<file path="config.mk">
export PLATFORM = sky130hd
export DESIGN_NAME = bcd_down_counter
export DESIGN_NICKNAME = d
export VERILOG_FILES = /design/src/rtl/bcd_down_counter.sv
export SDC_FILE = /design/constraint.sdc
export NUM_CORES = 1
export LEC_CHECK = 0
export BUFFER_PORTS_ARGS = -buffer_cell sky130_fd_sc_hd__clkbuf_2
export CORE_MARGIN = 3
export CORE_UTILIZATION = 46
export DETAILED_ROUTE_END_ITERATION = 12
export PLACE_DENSITY = 0.75
export SYNTH_ARGS = -nofsm -noshare
export SYNTH_HDL_FRONTEND = slang
export SYNTH_SLANG_ARGS = --single-unit
</file>
<file path="constraint.sdc">
create_clock -name clk -period 3.3 [get_ports clk]
set_input_delay 0.33 -clock clk [delete_from_list [all_inputs] [get_ports clk]]
set_output_delay 0.33 -clock clk [all_outputs]
set_load 0.01 [all_outputs]
</file>
<file path="src/rtl/bcd_down_counter.sv">
// Multi-digit loadable BCD down counter with per-digit borrow chain and a one-cycle underflow pulse.
// Optional AUTO_RELOAD_EN: underflow restores the last loaded value instead of wrapping to all-9s.

module bcd_digit_dec (
  input  logic [3:0] val,
  input  logic       step,
  input  logic [3:0] raw,
  output logic [3:0] nxt,
  output logic [3:0] clamped,
  output logic       is_zero
);
  always_comb begin
    nxt = val;
    if (step) nxt = (val == 4'd0) ? 4'd9 : val - 4'd1;
  end

  // Load values above 9 saturate so the state can never hold a non-BCD digit
  assign clamped = (raw > 4'd9) ? 4'd9 : raw;
  assign is_zero = (val == 4'd0);
endmodule

module bcd_down_counter #(
  parameter  int N_DIGITS = 2,
  localparam int W        = 4 * N_DIGITS
) (
  input  logic         clk,
  input  logic         reset_n,
  input  logic         load,
  input  logic [W-1:0] d,
  input  logic         en,
  output logic [W-1:0] q,
  output logic         zero,
  output logic         borrow
);
  logic [N_DIGITS-1:0][3:0] cur, dec, ld_val, raw;
  logic [N_DIGITS-1:0]      step, dz;
  logic [W-1:0]             all_nine;

  assign cur = q;
  assign raw = d;

  genvar i;
  generate
    for (i = 0; i < N_DIGITS; i++) begin : g_dig
      // Digit i steps only when every lower digit is already 0
      if (i == 0) begin : g_lsd
        assign step[i] = 1'b1;
      end else begin : g_hsd
        assign step[i] = step[i-1] & dz[i-1];
      end
      assign all_nine[4*i +: 4] = 4'd9;
      bcd_digit_dec u_dig (
        .val     (cur[i]),
        .step    (step[i]),
        .raw     (raw[i]),
        .nxt     (dec[i]),
        .clamped (ld_val[i]),
        .is_zero (dz[i])
      );
    end
  endgenerate

  assign zero = &dz;

  logic [W-1:0] wrap_val;
`ifdef AUTO_RELOAD_EN
  logic [W-1:0] reload;

  always_ff @(posedge clk or negedge reset_n) begin
    if (!reset_n)  reload <= '0;
    else if (load) reload <= ld_val;
  end

  assign wrap_val = reload;
`else
  assign wrap_val = all_nine;
`endif

  always_ff @(posedge clk or negedge reset_n) begin
    if (!reset_n) begin
      q      <= '0;
      borrow <= 1'b0;
    end else if (load) begin
      q      <= ld_val;
      borrow <= 1'b0;
    end else if (en) begin
      q      <= zero ? wrap_val : dec;
      borrow <= zero;
    end else begin
      borrow <= 1'b0;
    end
  end
endmodule

</file>
# Word level (Yosys, flattened, before mapping)
# Cells that the tools add are included.
[totals] register_bits=9 input_bits=12 out_inout_bits=10 elab_cells=23
[op_classes] add_sub_neg=2 magnitude_cmp=2 n_mux=10 n_reduce_logical=6
[ops] operator="2-to-1 mux 8 bit" count=3
[ops] operator="2-to-1 mux 4 bit" count=5
[ops] operator="> comparator 4 bit (second input constant)" count=2
[ops] operator="zero test 4 bit" count=2
[ops] operator="subtractor 4 x 1 -> 4 bit (second input constant)" count=2
[ops] operator="AND reduction 2 bit" count=2
[ops] operator="nonzero test 3 bit" count=1
[ops] operator="2-to-1 mux 1 bit" count=2
[ops] operator="nonzero test 2 bit" count=1

# Logic depth before layout (Yosys ltp)
[logic_depth] word_depth=6 mapped_depth=5 mapped_depth_nobuf=5

# By module
# From an unflattened synthesis, not the netlist that was laid out.
[hier_totals] hier_cells=75 hier_area_um2=660.6
[by_module_without_submodules] module="bcd_down_counter" n_inst=1 cells_per_inst=41 area_each_um2=457.9 seq_area_each_um2=225.2
[by_module_without_submodules] module="bcd_digit_dec" n_inst=2 cells_per_inst=17 area_each_um2=101.3 seq_area_each_um2=0.0

# Least setup slack after synthesis
# No wires, ideal clock.
[synth_path] kind="register to output" start="register q[0]" end="output zero" arrival_ps=1282 t_required_ps=2970 setup_slack_ps=1688 path_stages_with_launch=5 path_buffers=0 path_cell_list="dfrtp_1 -> inv_1 -> ha_1 -> or3b_1 -> nor2_1"
[synth_between] elab_chain_cells=2
[synth_lines] item="start: declaration" line_no="31" source="output logic [W-1:0] q,"
[synth_lines] item="start signal: assignment" line_no="84" source="q <= ld_val;"
[synth_lines] item="start signal: assignment" line_no="87" source="q <= zero ? wrap_val : dec;"
[synth_lines] item="zero test 4 bit" line_no="19" source="assign is_zero = (val == 4'd0);"
[synth_lines] item="AND reduction 2 bit" line_no="63" source="assign zero = &dz;"
[synth_lines] item="end: declaration" line_no="32" source="output logic zero,"
# Every way passes these cells.

# Worst setup path in the final report
# Same ends and word-level chain as after synthesis.

==> metrics.yaml <==
routing:
  wl_per_cell_um: 12.6
  dr_wl_met2_um: 622
  drt_iter0_drc: 17
  drc_errors: 0
  vias: 571
  top_layer: "met3"
  postRouteAntennaNets: 0
  routed_wl_um: 1340
  met3_length_um: 70
  drt_first_pass_iters: 4
  vias_per_cell: 5.39
  wl_met1_um: 645
synthesis:
  synth_warnings: 0
  syn_inst: 68
  yosys-top-cells-area: "dfrtp_1 (37%), ha_1 (8.1%), inv_1 (4.3%), nor2b_1 (4.1%), o31ai_1 (3.7%)"
  syn_avg_cell_area_sq_um: 9.03
  synth.top_cell.area_share: 0.367
  synth_fp_nets: 84
  ys_ff_latch: 9
  synth_cell_types: 31
  netlist_area_sq_um: 614
  yosysTopAreaCell: "dfrtp_1"
  yosysSeqAreaShare: 0.367
place:
  finalWeightedCongestion: 0.761
  dp_hpwl_um: 1060
  numPortBuffers: 21
  placed_cell_area_sq_um: 729
global_route:
  grt_overflow: 0
  antenna_found_initial: 0
  grt_pass1_wl_um: 2240
  track_usage: 0.161
  grt_max_degree: 19
  grt_pass1_vias: 519
final_layout:
  drive_gt1_frac: 0.272
  nets: 109
  mostFrequentLayoutCell: "clkbuf_2"
  diodes: 0
  design_area_sq_um: 766
  layout_common_cells: "clkbuf_2 (21), dfrtp_1 (9), inv_1 (7)"
  syn_to_final_growth_pct: 24.6
timing:
  finalMaxSlewViolations: 0
  tightest_slew_ps: 309
  fmax_ghz: 0.492
  skew_ps: 2.16
  rsz0062_at_grt: "no"
  fin_crit_sh: 0.616
  fin_crit_ps: 2030
  finalSetupViolCount: 0
  hold_viol: 0
  max_slew_margin: 0.794
  setup_tns_ps: 0
cts:
  worstSkewPairLatency_ps: 260
  cts_sinks: 9
  post_cts_resized: 0
  clkTransAtPathRegs_ps: 60
  cts-root-buf: "clkbuf_4"
  cts_tree: "done"
  postCtsSetupBuffers: 0
  cts_inserted_buffers: 3
  htree_levels: 1
  cts_buffer_depth: 2
  hold_buffers: 1
flow_run:
  cap_violations: 0
floorplanning:
  fp.dieW_um: 42.5
  initial_core_util: 0.525
  io_pins: 22
  core-area_sq_mm: 0.00117
  die-area_sq_mm: 0.00181
  die_h_um: 42.5
  row_count: 12
critical_path:
  worstPathRequired_ps: 2970
  crit_path_max_fanout: 5
  worstSetupStartpointType: "flop"
  endpoint_kind: "primary output"
  critPathSlowestCell: "dfrtp_1"
  cp_data_arrival_time_ps: 1700
  path_cells: "inv_1 > ha_1 > or3b_1 > nor2_1 > clkbuf_2"
  slowest_delay_ps: 410
  path_class: "flop to primary output"
power_and_ir_drop:
  cellLeakagePower_uw: 0.000384
  power_density_mw_per_mm2: 395
  ir_worst_vdd_mv: 0.259
status:
  status: "completed"
worst_hold_path:
  hold_path_class: "input pin to flop"
## state kept, by name, indices dropped and copies added (netlist names)
| register | count |
|---|---|
| borrow | 1 |
| q | 8 |
## cell type report
type                            count  area, sq um
Fill cell                         105          405
Multi-Input combinational cell     50          355
Sequential cell                     9          225
Timing Repair Buffer               22          115
Clock buffer                        4         26.3
Inverter                            7         26.3
Tap cell                           14         17.5
## cell usage after synthesis
library cell	number
o2111ai_1	1
or3b_1	2
o31ai_1	3
nor2b_1	4
nand3b_1	1
o21ai_0	2
nand3_1	1
and3_1	2
nor3b_1	1
a211o_1	1
nand2_1	4
o31a_1	1
nor2_1	5
or4b_1	1
and4bb_4	1
nor3_1	2
a211oi_1	1
and4_1	1
ha_1	4
and4b_1	1
a2bb2oi_1	1
o311ai_1	1
inv_1	7
a21oi_1	1
and2_1	1
and3b_1	1
dfrtp_1	9
o21a_1	2
o21bai_1	1
o21ai_1	3
clkbuf_1	2
## where the power goes
| group | internal, uW | switching, uW | total (uW) |
|---|---|---|---|
| registers | 121 | 13.6 | 135 |
| logic | 40.1 | 45.7 | 85.8 |
| clock network | 46.4 | 35.5 | 81.9 |
| total | 208 | 94.8 | 303 |
## layer usage
layer,vias to the layer above,global-route usage
met4,0,0.0373
met3,0,0.0687
li1,294,-
met1,264,0.217
met2,13,0.237
met5,-,0
## path summary, 6_finish.rpt
kind,start,depth (start not counted),slack (ps),to
hold / removal,d[6],3,310,q[6]
min in group asynchronous,reset_n,2,460,q[2]
hold reg to reg,q[4],2,640,q[4]
setup reg to reg,q[0],5,1640,q[5]
max in group asynchronous,reset_n,2,2650,q[3]
setup / recovery,q[0],5,1270,zero
## critical path: cells and delay by family, from the launching register on
| kind | cells | cell delay, ps |
|---|---|---|
| adder cells (fa/ha/maj) | 1 | 210 |
| buffers and inverters | 2 | 270 |
| AND/OR/NAND/NOR | 2 | 560 |
| flip-flops | 1 | 410 |
## cells by family after synthesis
| family | Yosys count | share of synthesized area |
|---|---|---|
| flip-flops | 9 | 0.367 |
| AND/OR/NAND/NOR | 28 | 0.291 |
| buffers and inverters | 9 | 0.0550 |
| adder cells (fa/ha/maj) | 4 | 0.0815 |
| AO/OA/AOI/OAI | 18 | 0.206 |
## metrics by stage
step / utilization / hold slack [ps] / std cells / total power, uW / worst slack, ps
finish: 0.654 / 308 / 106 / 303 / 1270
global route: 0.654 / 314 / 106 / 326 / 1130
CTS: 0.654 / 301 / 106 / 307 / 1260
detailed placement: 0.623 / 202 / 101 / 221 / 1550
global placement: 0.623 / 197 / 101 / 219 / 1610
floorplan: - / 34.4 / 68 / 187 / 1690
No activity file was read; power rests on OpenSTA's default activity.
